<file path="src/rtl/jinverter_pkg.sv">
// Shared constants, edge-polarity type and the saturating increment used by
// both transition counters of the jinverter block.
package jinverter_pkg;

   localparam int WIDTH_DEF = 1;
   localparam int CNT_W_DEF = 16;

   // Widest counter the shared increment helper can serve.
   localparam int CNT_W_MAX = 32;

   typedef enum logic {
      RISE = 1'b0,
      FALL = 1'b1
   } edgePol_e;

   // Adds one to a counter of the given width, holding at all-ones instead
   // of wrapping. Values are carried zero-extended to CNT_W_MAX bits.
   function automatic logic [CNT_W_MAX-1:0] satInc(
      input logic [CNT_W_MAX-1:0] value,
      input int                   width
   );
      logic [CNT_W_MAX-1:0] maxVal;
      maxVal = (width >= CNT_W_MAX) ? '1
                                    : ((CNT_W_MAX'(1) << width) - CNT_W_MAX'(1));
      return (value >= maxVal) ? value : value + CNT_W_MAX'(1);
   endfunction

endpackage

</file>
<file path="src/rtl/jinverter_edge_cnt.sv">
// Samples one data bit, detects a transition of the selected polarity and
// counts it in a saturating counter with a synchronous clear.
module jinverter_edge_cnt
   import jinverter_pkg::*;
#(
   parameter int       CNT_W = CNT_W_DEF,
   parameter edgePol_e POL   = RISE
) (
   input  logic             clk,
   input  logic             rst_n,
   input  logic             clr_i,
   input  logic             bit_i,
   output logic [CNT_W-1:0] cnt_o
);

   logic             aPrev_q;
   logic             edgeHit;
   logic [CNT_W-1:0] cnt_q;
   logic [CNT_W-1:0] cnt_d;

   // Previous sample resets to 0 so a high input on the first clock counts as a rise.
   always_ff @(posedge clk or negedge rst_n) begin
      if (!rst_n) begin
         aPrev_q <= 1'b0;
         cnt_q   <= '0;
      end else begin
         aPrev_q <= bit_i;
         cnt_q   <= cnt_d;
      end
   end

   // Clear wins over a same-cycle edge; otherwise count the edge, holding at all-ones.
   always_comb begin
      edgeHit = (POL == RISE) ? (!aPrev_q &&  bit_i)
                              : ( aPrev_q && !bit_i);
      cnt_d   = cnt_q;
      if (clr_i) begin
         cnt_d = '0;
      end else if (edgeHit) begin
         cnt_d = CNT_W'(satInc(CNT_W_MAX'(cnt_q), CNT_W));
      end
   end

   assign cnt_o = cnt_q;

endmodule

</file>
<file path="src/rtl/jinverter.sv">
// Bitwise inverter with a registered copy of the output and rise/fall
// statistics on bit 0. Port order keeps two-port (y, a) instances legal.
module jinverter
   import jinverter_pkg::*;
#(
   parameter int WIDTH = WIDTH_DEF,
   parameter int CNT_W = CNT_W_DEF
) (
   output logic [WIDTH-1:0] y,
   input  logic [WIDTH-1:0] a,
   input  logic             clk,
   input  logic             rst_n,
   input  logic             clr,
   output logic [WIDTH-1:0] y_q,
   output logic [CNT_W-1:0] rise_cnt,
   output logic [CNT_W-1:0] fall_cnt
);

   logic [WIDTH-1:0] yReg_q;
   logic [WIDTH-1:0] yReg_d;

   // Zero-latency inversion, independent of clock and reset.
   assign y      = ~a;
   assign yReg_d = ~a;

   // Registered copy; reset value matches an input of all zeros.
   always_ff @(posedge clk or negedge rst_n) begin
      if (!rst_n) begin
         yReg_q <= '1;
      end else begin
         yReg_q <= yReg_d;
      end
   end

   assign y_q = yReg_q;

   jinverter_edge_cnt #(
      .CNT_W (CNT_W),
      .POL   (RISE)
   ) uRiseCnt (
      .clk   (clk),
      .rst_n (rst_n),
      .clr_i (clr),
      .bit_i (a[0]),
      .cnt_o (rise_cnt)
   );

   jinverter_edge_cnt #(
      .CNT_W (CNT_W),
      .POL   (FALL)
   ) uFallCnt (
      .clk   (clk),
      .rst_n (rst_n),
      .clr_i (clr),
      .bit_i (a[0]),
      .cnt_o (fall_cnt)
   );

endmodule

</file>
<file path="config.mk">
export PLATFORM = sky130hd
export DESIGN_NAME = jinverter
export DESIGN_NICKNAME = d
export VERILOG_FILES = /design/src/rtl/jinverter_pkg.sv /design/src/rtl/jinverter_edge_cnt.sv /design/src/rtl/jinverter.sv
export SDC_FILE = /design/constraint.sdc
export NUM_CORES = 1
export LEC_CHECK = 0
export CORE_MARGIN = 1
export CORE_UTILIZATION = 55
export DETAILED_ROUTE_END_ITERATION = 12
export GPL_ROUTABILITY_DRIVEN = 0
export GPL_TIMING_DRIVEN = 0
export PLACE_DENSITY = 0.84
export RECOVER_POWER = 25
export SLEW_MARGIN = 15
export SYNTH_ARGS = -nofsm -noshare
export SYNTH_HDL_FRONTEND = slang
export SYNTH_SLANG_ARGS = --single-unit
</file>
<file path="constraint.sdc">
create_clock -name clk -period 3.81 [get_ports clk]
set_clock_uncertainty 0.05 [all_clocks]
set_input_delay 0.381 -clock clk [delete_from_list [all_inputs] [get_ports clk]]
set_output_delay 0.381 -clock clk [all_outputs]
set_load 0.1 [all_outputs]
</file>
==> flow_summary_export.csv <==
group,metric,value,unit
cts,cts-root-buf,"clkbuf_4",
routing,drt-wirelength-per-cell,15.4,um
setup_path,r2r-start,"uFallCnt.cnt_o[0]$_DFFE_PN0P_",
setup_path,crit_slowest_cell,"clkdlybuf4s50_1",
routing,met2_length,2130,um
place,place_area,0.00244,mm^2
setup_path,timing.critical_path.from,"a",
synth,netlist_area,0.00200,mm^2
setup_path,crit_buf_inv,3,
cts,post-cts-setup-buffer-count,0,
cts,cts.sinks,34,
routing,wl_met1,2280,um
routing,drt_iter0_markers,150,
cts,cts_tree,"done",
die,start_util,0.586,
final_layout,antenna_cells,0,
power,total_leakage_power,0.985,nW
timing,finalHoldViolCount,0,
cts,cts_max_level,2,
worst_hold_path,min_from,"uFallCnt.cnt_o[14]$_DFFE_PN0P_",
synth,synth_edf_count,0,
place,post-dp-hpwl,3210,um
cts,numCtsBuffers,5,
synth,synth.distinct_cells,41,
timing,fin_tns_setup,0,ns
die,coreArea,0.00342,mm^2
cts,clk_latency,0.35,ns
setup_path,crit_top_cell,"clkdlybuf4s50_1",
power,power.density,262,mW/mm^2
power,swShare,0.280,
final_layout,fin_area,0.00250,mm^2
status,failed_checks,"max-capacitance violations, max-slew violations",
power,clock_power_share,0.328,
timing,setup_viol,0,
power,p_int,471,uW
grt,grt_max_degree,35,
routing,ant_nets,0,
flow_run,maxCapViolations,1,
synth,synthFlopType,"dfrtp_1",
die,rows,21,
synth,synth_top_cell_by_area,"dfrtp_1",
place,portBuffers,37,
synth,ys_warn_count,0,
power,vdd_drop_max,0.209,mV
worst_hold_path,hold_path.class,"flip-flop to flip-flop",
die,die_area,0.00389,mm^2
power,combPwrFrac,0.107,
routing,routed.top_layer,"met4",
grt,track_usage,0.257,
synth,synth_nets,215,
synth,ys_seq_area_frac,0.426,
die,die_x,62.3,um
die,io_pins,38,
setup_path,critPathArrivalTime,2.28,ns
timing,relSlewSlack,-0.210,
setup_path,worst_ep_required_time,3.38,ns
synth,synth_cells,209,
setup_path,crit_family,"buffers and inverters",
routing,first_pass_iters,4,
synth,syn_avg_cell_area,9.58,um^2
setup_path,crit_chain,"clkdlybuf4s50_1 -> inv_1 -> clkdlybuf4s50_1",
setup_path,cp_max_fo,7,
setup_path,start_kind,"input port",
final_layout,final_nets,261,
routing,drc,0,
cts,clk_path_buf_depth,2,
synth,ys_top_cells_by_area,"dfrtp_1 (41%), mux2_2 (6.7%), a21oi_1 (4.3%)",
setup_path,cp-end-kind,"output pin",
timing,worst_pin_slew,1.82,ns
synth,ys_ff_latch,34,
grt,grt_pass1_wl,7850,um
grt,antenna_found_initial,0,
final_layout,drive_above_1_share,0.113,
timing,period_needed,2.71,ns
synth,synth_top_area_share,0.413,
routing,num_vias,1849,
grt,grt_pass1_vias,1667,
cts,cts.clk_slew.worst_paths,0.10,ns
routing,vias_per_cell,6.12,
timing,grt_setup_unrepaired,"no",
setup_path,path_class,"input port to output pin",
timing,maxSlewViolCount,35,
power,p_sw,184,uW
routing,routed_wl,4660,um
die,die_h,62.3,um
status,outcome,"finished with violations",
synth,async_reset_ff_frac,1.00,
routing,wl_met3,184,um
timing,timing.fmax,369,MHz
power,seq_power_share,0.566,
final_layout,syn_to_final_growth,24.8,%
grt,grt_overflow,0,
timing,post-route-period-util,0.711,
setup_path,slowest_delay,1.16,ns
[sequential cells by signal, indices dropped and copies added, names as in the netlist]
signal and cells:
uFallCnt.cnt_o 16, uRiseCnt.cnt_o 16, uFallCnt.aPrev_q 1, y_q 1
[metrics by stage]
step                      hold slack [ns]  setup WS [ns]   util  cells  power, mW
final                               0.486           1.10  0.732    302      0.655
after global routing                0.512           1.04  0.732    302      0.683
after CTS                           0.461           1.11  0.736    302      0.662
after detailed placement            0.305           1.12  0.716    293      0.449
after global placement              0.451           1.12  0.711    292      0.446
after floorplan                    0.0354           1.36      -    209      0.421
[area by class of cell]
class	count	area, um^2
Sequential cell	34	852
Multi-Input combinational cell	164	1100
Buffer	7	33.8
Clock inverter	1	5.00
Clock buffer	7	55.1
Inverter	4	15.0
Tap cell	46	57.6
Timing Repair Buffer	39	379
Fill cell	264	917
[kinds of logic after synthesis]
| group | Yosys count | synth area share |
|---|---|---|
| simple gates | 99 | 0.301 |
| flops | 34 | 0.426 |
| buf+inv | 11 | 0.0244 |
| compound gates | 49 | 0.159 |
| fa+ha+maj | 2 | 0.0125 |
| mux | 14 | 0.0775 |
[layout by cell type (no fill, tap or decap), types with 7 or more instances in the layout]
cell	netlist	final
nor2b_1	11	11
a21oi_1	17	17
nand2_1	17	17
clkdlybuf4s50_1	0	36
dfrtp_1	33	33
o31ai_1	7	7
or4_1	10	10
clkbuf_1	5	7
nor2_1	16	16
nand3_1	12	12
mux2_2	12	12
[power groups by stage]
stage	logic [mW]	clock network, mW	registers [mW]
3_3_place_gp	0.0689	0	0.377
6_report	0.0699	0.215	0.371
5_1_grt	0.0755	0.236	0.371
2_1_floorplan	0.0225	0	0.399
3_5_place_dp	0.0715	0	0.377
4_1_cts	0.0729	0.219	0.370
[cell usage after synthesis, types with 2 or more instances]
master and n:
and3_1 3, buf_4 2, a311oi_1 2, mux2_2 12
inv_1 4, and4_1 4, a21oi_1 17, nand4_4 2
nand2_1 17, nor2b_1 11, o311ai_0 2, a31oi_1 2
and2_1 2, nor2_1 16, dfrtp_1 33, o21ai_0 6
nand4_1 6, or4_1 10, o41ai_1 2, and4b_1 3
a211oi_1 6, clkbuf_1 5, mux2i_1 2, o31ai_1 7
nand3_1 12, ha_1 2, or3_1 2, nor3_1 4
[final timing paths]
| check | to | slack (ns) | cells after the start |
|---|---|---|---|
| min in group asynchronous | uFallCnt.cnt_o[5]$_DFFE_PN0P_ | 1.09 | 3 |
| max reg2reg | uFallCnt.cnt_o[0]$_DFFE_PN0P_ | 1.69 | 6 |
| max in group asynchronous | uRiseCnt.cnt_o[11]$_DFFE_PN0P_ | 1.58 | 3 |
| max | y | 1.10 | 3 |
| min | uFallCnt.cnt_o[14]$_DFFE_PN0P_ | 0.49 | 1 |
| min reg2reg | uFallCnt.cnt_o[14]$_DFFE_PN0P_ | 0.49 | 1 |
[layer usage]
metal	vias up	global-route usage
li1	898	-
met1	898	0.375
met2	46	0.379
met3	7	0.0478
met4	0	0.102
met5	-	0
[repair_timing]
action,in CTS,in global routing
endpoints found under the hold margin,33,0
gates resized for setup,0,0
endpoints found under the setup margin,0,0
hold buffers,1,0
Note: power is estimated with default switching activity, not from simulation.
